$ cat config.mk
export PLATFORM = sky130hd
export DESIGN_NAME = pong_ball_ctrl
export DESIGN_NICKNAME = d
export VERILOG_FILES = /design/src/rtl/pong_ball_ctrl.sv
export SDC_FILE = /design/constraint.sdc
export NUM_CORES = 1
export LEC_CHECK = 0
export CAP_MARGIN = 5
export CORE_ASPECT_RATIO = 0.8
export CORE_MARGIN = 5
export CORE_UTILIZATION = 25
export CTS_BUF_LIST = sky130_fd_sc_hd__clkbuf_8
export DETAILED_ROUTE_END_ITERATION = 8
export HOLD_SLACK_MARGIN = 0.12
export PLACE_DENSITY = 0.42
export SYNTH_ARGS = -nofsm -noshare
export SYNTH_HDL_FRONTEND = slang
export SYNTH_SLANG_ARGS = --single-unit
$ cat constraint.sdc
create_clock -name clk -period 4.8 [get_ports clk]
set_input_delay 0.72 -clock clk [delete_from_list [all_inputs] [get_ports clk]]
set_output_delay 0.72 -clock clk [all_outputs]
set_load 0.03 [all_outputs]
$ cat src/rtl/pong_ball_ctrl.sv
// One-dimensional pong controller: ball position, rally timing, scoring and game-over.
// Optional PONG_SPEEDUP_EN: each successful return shortens the step period by one cycle.
module pong_ball_ctrl #(
  parameter int NUM_LEDS  = 8,
  parameter int TICK_DIV  = 4,
  parameter int WIN_SCORE = 7
) (
  input  logic                clk,
  input  logic                rst,
  input  logic                btn_l_rise,
  input  logic                btn_r_rise,
  output logic [NUM_LEDS-1:0] leds,
  output logic [3:0]          score_l,
  output logic [3:0]          score_r,
  output logic                game_over,
  output logic                winner
);

  localparam int PW = $clog2(NUM_LEDS);
  localparam int CW = $clog2(TICK_DIV + 1);

  localparam logic [PW-1:0] POS_LAST   = PW'(NUM_LEDS - 1);
  localparam logic [CW-1:0] PERIOD_MAX = CW'(TICK_DIV);
  localparam logic [CW-1:0] POINT_LAST = CW'(TICK_DIV - 1);
  localparam logic [3:0]    WIN        = 4'(WIN_SCORE);
  localparam logic          SIDE_L     = 1'b0;
  localparam logic          SIDE_R     = 1'b1;

  typedef enum logic [2:0] {
    SERVE_L, SERVE_R, MOVE_R, MOVE_L, POINT, GAME_OVER
  } state_e;

  state_e              state_q, state_d;
  logic [PW-1:0]       pos_q, pos_d;
  logic [CW-1:0]       cnt_q, cnt_d;
  logic [3:0]          score_l_q, score_l_d;
  logic [3:0]          score_r_q, score_r_d;
  logic                scorer_q, scorer_d;
  logic                winner_q, winner_d;
  logic [NUM_LEDS-1:0] leds_q, leds_d;
  logic                game_over_q, game_over_d;
  logic [CW-1:0]       period;
  logic                step;
  logic                score_pt;

  assign step = (cnt_q == period - CW'(1));

  // State register
  always_ff @(posedge clk) begin
    // NOTE: non-blocking assignments keep every flop sampling pre-edge values.
    if (rst) begin
      state_q     <= SERVE_L;
      pos_q       <= '0;
      cnt_q       <= '0;
      score_l_q   <= '0;
      score_r_q   <= '0;
      scorer_q    <= SIDE_L;
      winner_q    <= SIDE_L;
      leds_q      <= NUM_LEDS'(1);
      game_over_q <= 1'b0;
    end else begin
      state_q     <= state_d;
      pos_q       <= pos_d;
      cnt_q       <= cnt_d;
      score_l_q   <= score_l_d;
      score_r_q   <= score_r_d;
      scorer_q    <= scorer_d;
      winner_q    <= winner_d;
      leds_q      <= leds_d;
      game_over_q <= game_over_d;
    end
  end

  // Next-state logic
  always_comb begin
    // NOTE: every variable gets a default first so no path can infer a latch.
    state_d   = state_q;
    pos_d     = pos_q;
    cnt_d     = cnt_q;
    score_l_d = score_l_q;
    score_r_d = score_r_q;
    scorer_d  = scorer_q;
    winner_d  = winner_q;
    score_pt  = 1'b0;

    case (state_q)
      SERVE_L: begin
        pos_d = '0;
        if (btn_l_rise) begin
          state_d = MOVE_R;
          cnt_d   = '0;
        end
      end
      SERVE_R: begin
        pos_d = POS_LAST;
        if (btn_r_rise) begin
          state_d = MOVE_L;
          cnt_d   = '0;
        end
      end
      MOVE_R: begin
        if (btn_r_rise) begin
          if (pos_q == POS_LAST) begin
            state_d = MOVE_L;
            cnt_d   = '0;
          end else begin
            score_pt = 1'b1;
            scorer_d = SIDE_L;
          end
        end else if (step) begin
          cnt_d = '0;
          if (pos_q == POS_LAST) begin
            score_pt = 1'b1;
            scorer_d = SIDE_L;
          end else begin
            pos_d = pos_q + PW'(1);
          end
        end else begin
          cnt_d = cnt_q + CW'(1);
        end
      end
      MOVE_L: begin
        if (btn_l_rise) begin
          if (pos_q == '0) begin
            state_d = MOVE_R;
            cnt_d   = '0;
          end else begin
            score_pt = 1'b1;
            scorer_d = SIDE_R;
          end
        end else if (step) begin
          cnt_d = '0;
          if (pos_q == '0) begin
            score_pt = 1'b1;
            scorer_d = SIDE_R;
          end else begin
            pos_d = pos_q - PW'(1);
          end
        end else begin
          cnt_d = cnt_q + CW'(1);
        end
      end
      POINT: begin
        if (cnt_q == POINT_LAST) begin
          cnt_d = '0;
          if ((scorer_q == SIDE_L ? score_l_q : score_r_q) == WIN) begin
            state_d  = GAME_OVER;
            winner_d = scorer_q;
          end else if (scorer_q == SIDE_L) begin
            state_d = SERVE_R;
            pos_d   = POS_LAST;
          end else begin
            state_d = SERVE_L;
            pos_d   = '0;
          end
        end else begin
          cnt_d = cnt_q + CW'(1);
        end
      end
      GAME_OVER: begin
        if (btn_l_rise || btn_r_rise) begin
          state_d   = SERVE_L;
          pos_d     = '0;
          cnt_d     = '0;
          score_l_d = '0;
          score_r_d = '0;
        end
      end
      default: state_d = SERVE_L;
    endcase

    // Scores saturate at WIN so a stray extra point can never wrap them.
    if (score_pt) begin
      state_d = POINT;
      cnt_d   = '0;
      if (scorer_d == SIDE_L) begin
        if (score_l_q != WIN) score_l_d = score_l_q + 4'd1;
      end else begin
        if (score_r_q != WIN) score_r_d = score_r_q + 4'd1;
      end
    end
  end

`ifdef PONG_SPEEDUP_EN
  logic [CW-1:0] period_q, period_d;
  logic          ret_hit;

  always_comb begin
    ret_hit  = (state_q == MOVE_R && btn_r_rise && pos_q == POS_LAST) ||
               (state_q == MOVE_L && btn_l_rise && pos_q == '0);
    period_d = period_q;
    if (state_d == POINT && state_q != POINT) begin
      period_d = PERIOD_MAX;
    end else if (ret_hit && period_q > CW'(1)) begin
      period_d = period_q - CW'(1);
    end
  end

  always_ff @(posedge clk) begin
    if (rst) period_q <= PERIOD_MAX;
    else     period_q <= period_d;
  end

  assign period = period_q;
`else
  assign period = PERIOD_MAX;
`endif

  // Output logic: computed from next state so every output leaves a flop.
  always_comb begin
    leds_d      = '0;
    game_over_d = 1'b0;
    case (state_d)
      SERVE_L, SERVE_R, MOVE_R, MOVE_L: leds_d[pos_d] = 1'b1;
      POINT:                            leds_d = '1;
      GAME_OVER:                        game_over_d = 1'b1;
      default:                          leds_d = '0;
    endcase
  end

  assign leds      = leds_q;
  assign score_l   = score_l_q;
  assign score_r   = score_r_q;
  assign game_over = game_over_q;
  assign winner    = winner_q;

endmodule

==> Yosys cells after proc, flatten, opt, wreduce, memory -nomap -nowiden <==
Cells that the tools add are included.
{ "word_totals": {"register_bits": 28, "inputBits": 4, "out_inout_bits": 18, "word_cells": 111} }
{ "classes": {"addsub": 5, "magnitude_cmp": 2, "n_eq_ne": 20, "n_mux": 65, "n_reduce_logical": 10} }
{ "op_table": {"columns": ["operator", "n"], "rows": [
  ["3-bit 2-to-1 mux", 28],
  ["3-bit one-hot mux with 6 select lines", 3],
  ["4-bit 2-to-1 mux", 11],
  ["1-bit 2-to-1 mux", 19],
  ["8-bit one-hot mux with 2 select lines", 1],
  ["3-bit by 2-bit == test with 1-bit output, second input constant", 5],
  ["3-bit == test, second input constant", 5],
  ["3-bit zero test", 3],
  ["4-bit by 1-bit adder with 4-bit output, second input constant", 2],
  ["4-bit by 3-bit inequality test with 1-bit output, second input constant", 2],
  ["3-bit by 1-bit adder with 3-bit output, second input constant", 2],
  ["3-bit by 1-bit == test with 1-bit output, second input constant", 2],
  ["2-bit inequality test, second input constant", 3],
  ["3-bit inequality test, second input constant", 2],
  ["6-bit AND reduction", 1],
  ["6-bit nonzero test", 1],
  ["4-bit by 3-bit == test with 1-bit output, second input constant", 1],
  ["3-bit by 4-bit less-than comparator with 1-bit output, second input constant", 1],
  ["1-bit one-hot mux with 2 select lines", 2],
  ["4-bit OR reduction", 1],
  ["1-bit demux with 3-bit select", 1],
  ["3-bit by 1-bit >= comparator with 1-bit output, second input constant", 1],
  ["3-bit AND reduction", 1],
  ["3-bit by 1-bit subtractor with 3-bit output, second input constant", 1],
  ["other kinds (3)", 3]
]} }

==> Logic depth before layout (Yosys ltp) <==
{ "depth": {"ltp_word": 10, "depth_mapped": 9, "depth_no_buf": 8} }

==> Worst setup path after synthesis <==
OpenSTA, ideal clock, no wires.
{ "synth_timing": {"kind": "in2reg", "from": "in btn_l_rise", "to": "reg leds_q[2], in the netlist leds[2]", "setup_time_ps": 87, "arrival_time_ps": 2142, "required_ps": 4713, "slack_ps": 2571, "cell_stages": 7, "path_buffers": 1, "cell_sequence": "buf_4 > nand2b_1 > o31ai_1 > o21ai_0 > a211o_1 > or3_4 > o31ai_1"} }
{ "synth_between": {"elab_chain_len": 8, "elab_cells_between_ends": 23, "classes_between": "2 x order compare; 4 x eq/ne; 13 x mux; 4 x reduce/logical"} }
{ "synth_rtl": {"columns": ["element", "line", "rtl"], "rows": [
  ["start, declared", "10", "input logic btn_l_rise,"],
  ["1-bit logical OR", "161", "if (btn_l_rise || btn_r_rise) begin"],
  ["3-bit 2-to-1 mux", "161", null],
  ["3-bit one-hot mux with 6 select lines", "86", "case (state_q)"],
  ["3-bit by 4-bit less-than comparator with 1-bit output (implied by the code) / 3-bit by 1-bit >= comparator with 1-bit output (equally long branches)", "214", "SERVE_L, SERVE_R, MOVE_R, MOVE_L: leds_d[pos_d] = 1'b1;"],
  ["1-bit logical AND (implied by the code)", "214", null],
  ["1-bit 2-to-1 mux (implied by the code)", "214", null],
  ["1-bit demux with 3-bit select", "214", null],
  ["8-bit one-hot mux with 2 select lines *", "213", "case (state_d)"],
  ["end signal, assigned", "69", "leds_q <= leds_d;"],
  ["end, declared", "40", "logic [NUM_LEDS-1:0] leds_q, leds_d;"]
]} }
Every way passes the cells marked *; elsewhere a longest branch is shown, timed or not.
A chain may end at the register's enable or synchronous reset.

==> Worst setup path in the final report <==
{ "layout_timing": {"from": "in btn_r_rise", "to": "reg leds_q[2], in the netlist leds[2]"} }
{ "layout_between": {"elab_chain_len": 8, "elab_cells_between_ends": 23, "classes_between": "2 x order compare; 4 x eq/ne; 13 x mux; 4 x reduce/logical"} }
{ "layout_rtl": {"columns": ["element", "line", "rtl"], "rows": [
  ["start, declared", "11", "input logic btn_r_rise,"],
  ["1-bit logical OR", "161", null],
  ["3-bit 2-to-1 mux", "161", null],
  ["3-bit one-hot mux with 6 select lines", "86", null],
  ["3-bit by 4-bit less-than comparator with 1-bit output (implied by the code) / 3-bit by 1-bit >= comparator with 1-bit output (equally long branches)", "214", null],
  ["1-bit logical AND (implied by the code)", "214", null],
  ["1-bit 2-to-1 mux (implied by the code)", "214", null],
  ["1-bit demux with 3-bit select", "214", null],
  ["8-bit one-hot mux with 2 select lines *", "213", null]
]} }
Marked as above.

==> results.sh <==
export IMPL_cp_arrival_ns=2.90
export IMPL_synth_cell_types=51
export IMPL_hold_path_endpoint="cnt_q[2]"
export IMPL_dp_cells=289
export IMPL_gp_congestion=0.787
export IMPL_r2r_cells=7
export IMPL_drive_gt1_share_pct=7.66
export IMPL_fin_area_sq_mm=0.00195
export IMPL_dp_hpwl_um=2940
export IMPL_synth_seq_area_share_pct=34.8
export IMPL_avgViaCountPerCell=4.76
export IMPL_synth_edf_count=0
export IMPL_place_area_sq_mm=0.00188
export IMPL_synth_async_reset_ratio_pct=0
export IMPL_worstSkewPairLatency_ns=0.28
export IMPL_path_class="input pin to flop"
export IMPL_hold_violations=0
export IMPL_skew_ns=0.0109
export IMPL_startpoint_type="input pin"
export IMPL_status="completed"
export IMPL_instances_no_fill=293
export IMPL_die_w_um=99.8
export IMPL_grt_max_degree=19
export IMPL_worstMarginPinSlew_ns=0.942
export IMPL_hold_path_class="flop to flop"
export IMPL_drtPass1Iterations=4
export IMPL_avgRoutedWirePerCell_um=13.3
export IMPL_final_max_slew_viol_count=0
export IMPL_remaining_drc_errors=0
export IMPL_cts_tree="built"
export IMPL_routed_wl_um=3900
export IMPL_grt_first_pass_wirelength_um=6560
export IMPL_ys_warn_count=0
export IMPL_rrSetupSlack_ns=2.22
export IMPL_drv_cap=0
export IMPL_synth_seq_cells=28
export IMPL_die_height_um=81.8
export IMPL_fin_crit_sh_pct=56.3
export IMPL_io_pins=22
export IMPL_rsz0062_at_grt="no"
export IMPL_diodes=0
export IMPL_tns_ns=0
export IMPL_layout_nets=220
export IMPL_cp_end_kind="flop"
export IMPL_final_cell_mix="dfxtp_1 (28), nor2_1 (22), clkdlybuf4s50_1 (21)"
export IMPL_cts_root_buf="clkbuf_8"
export IMPL_cts_resized=0
export IMPL_final_common_cell="dfxtp_1"
export IMPL_fin_crit_ns=2.70
export IMPL_postSynthCellCount=193
export IMPL_initial_core_util_pct=25.4
export IMPL_total_power_w=0.000496
export IMPL_cts_setup_buffers=0
export IMPL_areaGrowthSynthToFinish_pct=20.8
export IMPL_die_area_sq_mm=0.00816
export IMPL_worstPathRequired_ns=5.00
export IMPL_cts_sinks=28
export IMPL_vias=1394
export IMPL_hold_depth=1
export IMPL_path_clk_slew_ns=0.10
export IMPL_synthFlopType="dfxtp_1"
export IMPL_htree_num_levels=1
export IMPL_max_freq_ghz=0.370
export IMPL_first_global_vias=1331
export IMPL_synthesis_nets=203
export IMPL_powerDensity_mw_per_mm2=255
export IMPL_grt_use_total_pct=9.94
export IMPL_gr_total_overflow=0
export IMPL_antenna_found_initial=0
export IMPL_port_buffers=21
export IMPL_cp_max_fo=11
export IMPL_power_leakage_nw=0.717
export IMPL_core_area_sq_mm=0.00634
export IMPL_setup_violations=0
export IMPL_min_from="cnt_q[2]"
export IMPL_r2r_end="leds[4]"
export IMPL_fin_util_pct=30.7
export IMPL_cts_buffer_depth=2
export IMPL_synth_area_sq_mm=0.00161
export IMPL_cts_hold_buf=0
export IMPL_slew_headroom_pct=37.2
export IMPL_drt_first_iter_violations=80
export IMPL_avgSynthCellArea_sq_um=8.35
export IMPL_peakVddDrop_uv=126
export IMPL_cts_buffers=3
export IMPL_ant_nets=0
export IMPL_rows=26
export IMPL_r2r_start="cnt_q[0]"
## per-layer routing
layer	global-route usage (%)	up-vias	wire length, um
li1	-	739	-
met1	13.9	637	2080
met2	15.5	18	1650
met3	3.14	0	170
met4	0.819	0	0
met5	0	-	0
## Yosys cell counts, types with 3 or more instances
cell type / n / share of area (%)
dfxtp_1: 28 / 35
nor2_1: 22 / 5.1
a21oi_1: 14 / 4.3
nand2_1: 14 / 3.3
nand2b_1: 7 / 2.7
nand3_1: 7 / 2.2
o21ai_0: 7 / 2.2
ha_1: 6 / 4.7
nor2b_1: 6 / 2.3
nor3_1: 6 / 1.9
a21o_1: 4 / 1.9
inv_1: 4 / 0.93
o31ai_1: 4 / 1.9
or3_1: 4 / 1.6
a32oi_1: 3 / 1.6
clkbuf_1: 3 / 0.70
mux2_2: 3 / 2.1
nand3b_1: 3 / 1.4
nand4b_1: 3 / 1.6
o21ai_1: 3 / 0.93
## worst max-delay path by stage
| stage | from | to | slack (ns) |
|---|---|---|---|
| 4_1_cts | btn_r_rise | leds[2] | 2.11 |
| 5_1_grt | btn_l_rise | score_r[3] | 1.88 |
| 3_3_place_gp | btn_l_rise | leds[4] | 1.82 |
| 6_report | btn_r_rise | leds[2] | 2.10 |
| 3_5_place_dp | btn_r_rise | leds[2] | 1.81 |
| 2_1_floorplan | btn_l_rise | leds[2] | 2.57 |
## sequential cells by signal, summed over array words and instances, names as in the netlist
register / count
leds: 8
score_l: 4
score_r: 4
cnt_q: 3
pos_q: 3
state_q: 3
game_over: 1
scorer_q: 1
winner: 1
## per-stage QoR
stage | worst slack (ns) | hold slack (ns)
floorplan | 2.57 | 0.453
global placement | 1.82 | 0.479
detailed placement | 1.81 | 0.469
CTS | 2.11 | 0.489
global route | 1.88 | 0.507
finish | 2.10 | 0.493
## critical path, stage by stage
cell	delay (ns)
clkdlybuf4s50_1	0.50
nand2b_1	0.14
a21oi_1	0.06
o2bb2ai_1	0.37
or3_4	0.50
or3_4	0.40
o31ai_1	0.20
## area by class of cell
| cell class | count | area, sq um |
|---|---|---|
| fill | 681 | 4400 |
| multi-input combinational | 152 | 985 |
| sequential | 28 | 561 |
| timing repair buffer | 21 | 210 |
| tap | 84 | 105 |
| clock buffer | 3 | 41.3 |
| clock inverter | 1 | 30.0 |
| inverter | 4 | 15.0 |
## power by group
part / leakage, nW / switching (W) / internal, W
clock: 0.0357 / 0.0000758 / 0.000112
combinational: 0.455 / 0.0000352 / 0.0000260
sequential: 0.227 / 0.00000764 / 0.000239
total: 0.717 / 0.000119 / 0.000377
## cell families after synthesis
kind of cell	count (synthesis)	share of synthesized area, %
AND/OR/NAND/NOR	87	30.0
AO/OA/AOI/OAI	53	22.6
flip-flops	28	34.8
buffers and inverters	13	4.11
adder cells (fa/ha/maj)	6	4.66
multiplexers	4	2.72
XOR/XNOR	2	1.09
Power figures use the tool's default switching activity.
